<file path="src/rtl/trng_packetizer.sv">
// trng_packetizer: packs raw TRNG bits LSB-first into bytes, buffers them in a byte FIFO and
// emits framed packets [seq][payload x PAYLOAD_BYTES][xor checksum] to a packet_com block.
//
// Ports:
//   i_clk, i_reset      clock, synchronous active-high reset
//   i_enable, i_bit,    entropy bit input; a bit is taken when i_enable & i_bit_valid
//   i_bit_valid
//   i_ready             packet_com ready (a write may fire in a cycle where this is high)
//   i_packet_ongoing    packet_com busy flag
//   o_start_packet      one-cycle packet start pulse
//   o_packet_size       constant PAYLOAD_BYTES+2
//   o_dat, o_write      byte and its one-cycle write strobe
//   o_fifo_level        bytes buffered
//   o_overflow          sticky: a completed byte was dropped on a full FIFO
//   o_seq               sequence number of the next packet
module trng_packetizer #(
  parameter int unsigned PAYLOAD_BYTES = 16,
  parameter int unsigned FIFO_DEPTH    = 32,
  parameter int unsigned FIFO_AW       = 5
) (
  input  logic             i_clk,
  input  logic             i_reset,
  input  logic             i_enable,
  input  logic             i_bit,
  input  logic             i_bit_valid,
  input  logic             i_ready,
  input  logic             i_packet_ongoing,
  output logic             o_start_packet,
  output logic [6:0]       o_packet_size,
  output logic [7:0]       o_dat,
  output logic             o_write,
  output logic [FIFO_AW:0] o_fifo_level,
  output logic             o_overflow,
  output logic [7:0]       o_seq
);

  typedef enum logic [2:0] {
    StIdle, StStart, StGuard, StSeq, StPayload, StCsum, StWaitEnd
  } state_e;

  localparam logic [FIFO_AW:0]   LevelFull = (FIFO_AW + 1)'(FIFO_DEPTH);
  localparam logic [FIFO_AW:0]   LevelPkt  = (FIFO_AW + 1)'(PAYLOAD_BYTES);
  localparam logic [FIFO_AW:0]   LevelOne  = (FIFO_AW + 1)'(1);
  localparam logic [FIFO_AW-1:0] PtrOne    = FIFO_AW'(1);
  localparam logic [6:0]         LastIdx   = 7'(PAYLOAD_BYTES - 1);

  assign o_packet_size = 7'(PAYLOAD_BYTES + 2);

  // Bit packer
  logic [2:0] bit_cnt_q, bit_cnt_d;
  logic [6:0] part_q, part_d;
  logic       push_req;
  logic [7:0] push_byte;

  always_comb begin
    bit_cnt_d = bit_cnt_q;
    part_d    = part_q;
    push_req  = 1'b0;
    // The 8th bit goes straight into the pushed byte, never into part_q.
    push_byte = {i_bit, part_q};
    if (i_enable && i_bit_valid) begin
      bit_cnt_d = bit_cnt_q + 3'd1;
      if (bit_cnt_q == 3'd7) begin
        push_req = 1'b1;
        part_d   = '0;
      end else begin
        part_d[bit_cnt_q] = i_bit;
      end
    end
  end

  // Byte FIFO
  logic [7:0]         mem_q [FIFO_DEPTH];
  logic [FIFO_AW-1:0] wr_ptr_q, rd_ptr_q;
  logic [FIFO_AW:0]   level_q, level_d;
  logic               pop, push_ok, ovf_q;
  logic [7:0]         head;

  assign head = mem_q[rd_ptr_q];
  // A push on a full FIFO still fits if a pop leaves this cycle.
  assign push_ok = push_req && ((level_q != LevelFull) || pop);

  always_comb begin
    level_d = level_q;
    case ({push_ok, pop})
      2'b10:   level_d = level_q + LevelOne;
      2'b01:   level_d = level_q - LevelOne;
      default: level_d = level_q;
    endcase
  end

  always_ff @(posedge i_clk) begin
    if (push_ok) mem_q[wr_ptr_q] <= push_byte;
  end

  // Packet FSM
  state_e     state_q, state_d;
  logic       write_q, write_d, start_q, start_d, fire;
  logic [7:0] dat_q, dat_d, seq_q, seq_d, csum_q, csum_d;
  logic [6:0] cnt_q, cnt_d;

  // write_q blocks back-to-back strobes, giving at most one write every two cycles.
  assign fire = i_ready && !write_q;

  always_comb begin
    state_d = state_q;
    write_d = 1'b0;
    start_d = 1'b0;
    dat_d   = dat_q;
    seq_d   = seq_q;
    csum_d  = csum_q;
    cnt_d   = cnt_q;
    pop     = 1'b0;
    unique case (state_q)
      StIdle: begin
        if ((level_q >= LevelPkt) && !i_packet_ongoing) begin
          state_d = StStart;
          start_d = 1'b1;
        end
      end
      StStart: begin
        csum_d  = '0;
        cnt_d   = '0;
        state_d = StGuard;
      end
      StGuard: state_d = StSeq;
      StSeq: begin
        if (fire) begin
          write_d = 1'b1;
          dat_d   = seq_q;
          csum_d  = csum_q ^ seq_q;
          state_d = StPayload;
        end
      end
      StPayload: begin
        if (fire) begin
          write_d = 1'b1;
          dat_d   = head;
          csum_d  = csum_q ^ head;
          pop     = 1'b1;
          cnt_d   = cnt_q + 7'd1;
          if (cnt_q == LastIdx) state_d = StCsum;
        end
      end
      StCsum: begin
        if (fire) begin
          write_d = 1'b1;
          dat_d   = csum_q;
          seq_d   = seq_q + 8'd1;
          state_d = StWaitEnd;
        end
      end
      StWaitEnd: begin
        if (!i_packet_ongoing && !write_q) state_d = StIdle;
      end
      default: state_d = StIdle;
    endcase
  end

  always_ff @(posedge i_clk) begin
    if (i_reset) begin
      bit_cnt_q <= '0;
      part_q    <= '0;
      wr_ptr_q  <= '0;
      rd_ptr_q  <= '0;
      level_q   <= '0;
      ovf_q     <= 1'b0;
      state_q   <= StIdle;
      write_q   <= 1'b0;
      start_q   <= 1'b0;
      dat_q     <= '0;
      seq_q     <= '0;
      csum_q    <= '0;
      cnt_q     <= '0;
    end else begin
      bit_cnt_q <= bit_cnt_d;
      part_q    <= part_d;
      if (push_ok) wr_ptr_q <= wr_ptr_q + PtrOne;
      if (pop)     rd_ptr_q <= rd_ptr_q + PtrOne;
      level_q   <= level_d;
      ovf_q     <= ovf_q | (push_req & ~push_ok);
      state_q   <= state_d;
      write_q   <= write_d;
      start_q   <= start_d;
      dat_q     <= dat_d;
      seq_q     <= seq_d;
      csum_q    <= csum_d;
      cnt_q     <= cnt_d;
    end
  end

  assign o_start_packet = start_q;
  assign o_write        = write_q;
  assign o_dat          = dat_q;
  assign o_fifo_level   = level_q;
  assign o_overflow     = ovf_q;
  assign o_seq          = seq_q;

endmodule

</file>
<file path="config.mk">
export PLATFORM = sky130hd
export DESIGN_NAME = trng_packetizer
export DESIGN_NICKNAME = d
export VERILOG_FILES = /design/src/rtl/trng_packetizer.sv
export SDC_FILE = /design/constraint.sdc
export NUM_CORES = 1
export LEC_CHECK = 0
export ABC_AREA = 1
export ABC_CLOCK_PERIOD_IN_PS = 3300
export BUFFER_PORTS_ARGS = -buffer_cell sky130_fd_sc_hd__buf_2
export CAP_MARGIN = 5
export CORE_UTILIZATION = 45
export CTS_CLUSTER_SIZE = 16
export DETAILED_ROUTE_END_ITERATION = 8
export PLACE_DENSITY = 0.61
export SYNTH_ARGS = -nofsm -noshare
export SYNTH_HDL_FRONTEND = slang
export SYNTH_SLANG_ARGS = --single-unit
</file>
<file path="constraint.sdc">
create_clock -name i_clk -period 3.3 [get_ports i_clk]
set_input_delay 0.33 -clock i_clk [delete_from_list [all_inputs] [get_ports i_clk]]
set_output_delay 0.33 -clock i_clk [all_outputs]
set_load 0.03 [all_outputs]
</file>
==> results.tsv <==
metric	value	unit
static leakage	5.83	nW
CP max stage cell	dfxtp_1	
flops & latches, synth	324	
Reg area	0.00906	mm²
Distinct cells, synth	42	
vias in the first global route	9218	
Pint	7.01	mW
post-DP HPWL	20200	µm
Worst-Margin Slew	1.03	ns
largest delay contributor family on the critical path	simple AND/OR/NAND/NOR gates	
worst slew slack as a fraction of its limit	31.6	%
worst-path cell chain	nand2_2, nor2_4, inv_4, nor2_2, ha_1, a21oi_1, nand2_1, nand2_1, nand2_1, a21oi_1, nor2_1, a21oi_1, nand2_1, nand2_1, nor2_1	
clock sinks	324	
sw frac	27.2	%
DR pass1 iterations	5	
Hold Path Depth	3	
layout cells sized above 1	10.6	%
Fin Setup TNS	0	ns
Worst R2R Start	state_q[2]	
initial core utilization	46.0	%
synthesized cell area	0.0137	mm²
final hold vios	0	
CP Max Fanout	14	
Worst-path clk slew	0.06	ns
Max Clk Rate	0.364	GHz
power per cell area	626	mW/mm²
R2R cell count	15	
Clock power frac	39.0	%
max_cap viols	0	
FP Rows	63	
CTS H-tree depth	2	
Avg WL per Cell	18.7	µm
crit path capture type	flop	
Critical path origin	state_q[2]	
Req. time, crit path	3.71	ns
r2r setup slk	0.56	ns
Logic pwr share	13.8	%
gr usage total	21.8	%
Worst Path Buf+Inv	1	
Worst path max stage delay	0.48	ns
Synth Area per Inst	10.4	µm²
vias post-DR	9476	
area of the multi-input gates	0.00409	mm²
Num CTS Buffers	35	
clk_lat worst skew	0.52	ns
total gr overflow	0	
hold path endpoint	o_start_packet	
CTS Hold Bufs	0	
RSZ-0062 raised after global routing	false	
drt drc	0	
first-pass GRT wire length	52100	µm
Setup Viol. Count Final	0	
Setup Skew	0.0255	ns
run status	complete, no violations	
Antenna Nets Post-Route	0	
vias per cell	5.34	
Die Y	177	µm
CP Data Arrival Time	3.15	ns
1st-iter DRT viols	993	
Core ar.	0.0298	mm²
Antenna diodes	0	
commonest non-fill, non-tap cell in the layout	nand2_1	
sequential power share	47.2	%
critical path class	flop to flop	
area grow syn2layout	12.3	%
final cycle utilization of the critical path	83.1	%
Peak VDD IR	0.535	mV
die area	0.0312	mm²
register area share after synthesis	66.0	%
initial antenna violation count	0	
worst hold start	i_packet_ongoing	
largest net degree at the start of global routing	129	
Post-Synthesis Cells	1322	
PostCTS Resize Cnt	0	
die width	177	µm
Top Ports	39	
total power	9.63	mW
clk buf depth	3	
Root Buffer	clkbuf_16	
CTS tree	done	
Fillers	2684	
min cycle time layout	2.74	ns
Psw	2.62	mW
Final nets	1381	
Post-CTS Setup Repair Bufs	0	
DRT Wirelength	33200	µm
CP Launch Type	flop	
Ys Warns	0	
fin. max-slew vios	0	
PortBufs	31	
r2r endpoint	o_fifo_level[5]	
most frequent CP cell	nand2_1	
most frequent cells in the layout	nand2_1 (398), edfxtp_1 (256), nand3_1 (240)	
GP Congestion	0.850	
worst min path class	primary input to flop	
## worst max path at each step
stage	cells past startpoint	slack (ns)	end
final	15	0.56	o_fifo_level[5]
after global routing	16	0.18	o_fifo_level[5]
after CTS	15	0.59	o_fifo_level[5]
after detailed placement	15	0.60	o_fifo_level[5]
after global placement	15	0.63	o_fifo_level[5]
after floorplan	16	0.86	o_fifo_level[5]
## power groups by stage
stage | Sequential (mW) | Clock [mW] | Combinational (mW)
floorplan | 4.69 | 0 | 0.914
global placement | 4.63 | 0 | 1.33
detailed placement | 4.64 | 0 | 1.33
CTS | 4.55 | 3.82 | 1.34
global route | 4.56 | 3.96 | 1.49
finish | 4.55 | 3.75 | 1.33
## cell usage after synthesis, drive strengths merged
| cell | count | area, µm² |
|---|---|---|
| dfxtp | 68 | 1360 |
| nor4 | 5 | 31.3 |
| a311oi | 3 | 26.3 |
| nor2 | 84 | 369 |
| fa | 1 | 20.0 |
| nand4 | 4 | 25.0 |
| edfxtp | 256 | 7690 |
| xor2 | 2 | 17.5 |
| a41oi | 6 | 52.6 |
| nor3 | 17 | 90.1 |
| ha | 13 | 163 |
| nand3 | 241 | 1220 |
| o21bai | 1 | 7.51 |
| clkinv | 1 | 3.75 |
| xnor2 | 4 | 35.0 |
| a31oi | 5 | 31.3 |
| nand2 | 403 | 1540 |
| a21oi | 36 | 180 |
| a22oi | 4 | 30.0 |
| o21a | 1 | 7.51 |
| o211ai | 1 | 7.51 |
| inv | 58 | 223 |
| o21ai | 34 | 170 |
| nor3b | 3 | 27.5 |
| clkbuf | 16 | 60.1 |
| a221oi | 1 | 8.76 |
| buf | 52 | 304 |
| conb | 2 | 7.51 |
## cell families after synthesis
| group | Yosys count | share of synthesized area (%) |
|---|---|---|
| buf+inv | 127 | 4.31 |
| compound gates | 92 | 3.81 |
| xor+xnor | 6 | 0.383 |
| fa+ha+maj | 14 | 1.33 |
| other cells | 2 | 0.0548 |
| flops | 324 | 66.0 |
| simple gates | 757 | 24.1 |
## worst register-to-register path, stage by stage (launching register included)
cell and delay [ns]:
dfxtp_1 0.48, nand2_2 0.25, nor2_4 0.22, inv_4 0.08, nor2_2 0.28, ha_1 0.35
a21oi_1 0.20, nand2_1 0.07, nand2_1 0.08, nand2_1 0.06, a21oi_1 0.16, nor2_1 0.07
a21oi_1 0.16, nand2_1 0.07, nand2_1 0.06, nor2_1 0.04
## flip-flops by register name (all words and copies together) (netlist names), named ones only
name,count
mem_q,256
o_overflow,1
o_fifo_level,6
part_q,7
o_start_packet,1
wr_ptr_q,5
o_dat,8
o_seq,8
state_q,3
o_write,1
cnt_q,7
csum_q,8
rd_ptr_q,5
bit_cnt_q,3
## metrics by stage
stage          util (%)  setup WS [ns]  instances  area [µm²]  hold slack, ns
3_3_place_gp       48.0          0.628       1713       14300           0.448
2_1_floorplan         -          0.857       1327       13700           0.429
5_1_grt            51.7          0.180       1776       15400           0.138
3_5_place_dp       48.0          0.596       1713       14300           0.457
4_1_cts            51.7          0.589       1776       15400           0.111
6_report           51.7          0.556       1776       15400           0.121
## layer usage
metal  vias up  global-route usage (%)  share of wire, %
met5         -                       0                 0
met4         0                    6.18               2.4
met3        56                    3.29               5.7
met2       277                    33.6                45
met1      4509                    32.0                47
li1       4634                       -                 -
## layout make-up
class	instances	share of cell area, %
Clock inverter	16	0.910
Inverter	59	1.48
Tap cell	390	3.17
Timing Repair Buffer	64	2.86
Clock buffer	47	6.19
Multi-Input combinational cell	876	26.5
Sequential cell	324	58.9
(Power assumes the default switching activity.)
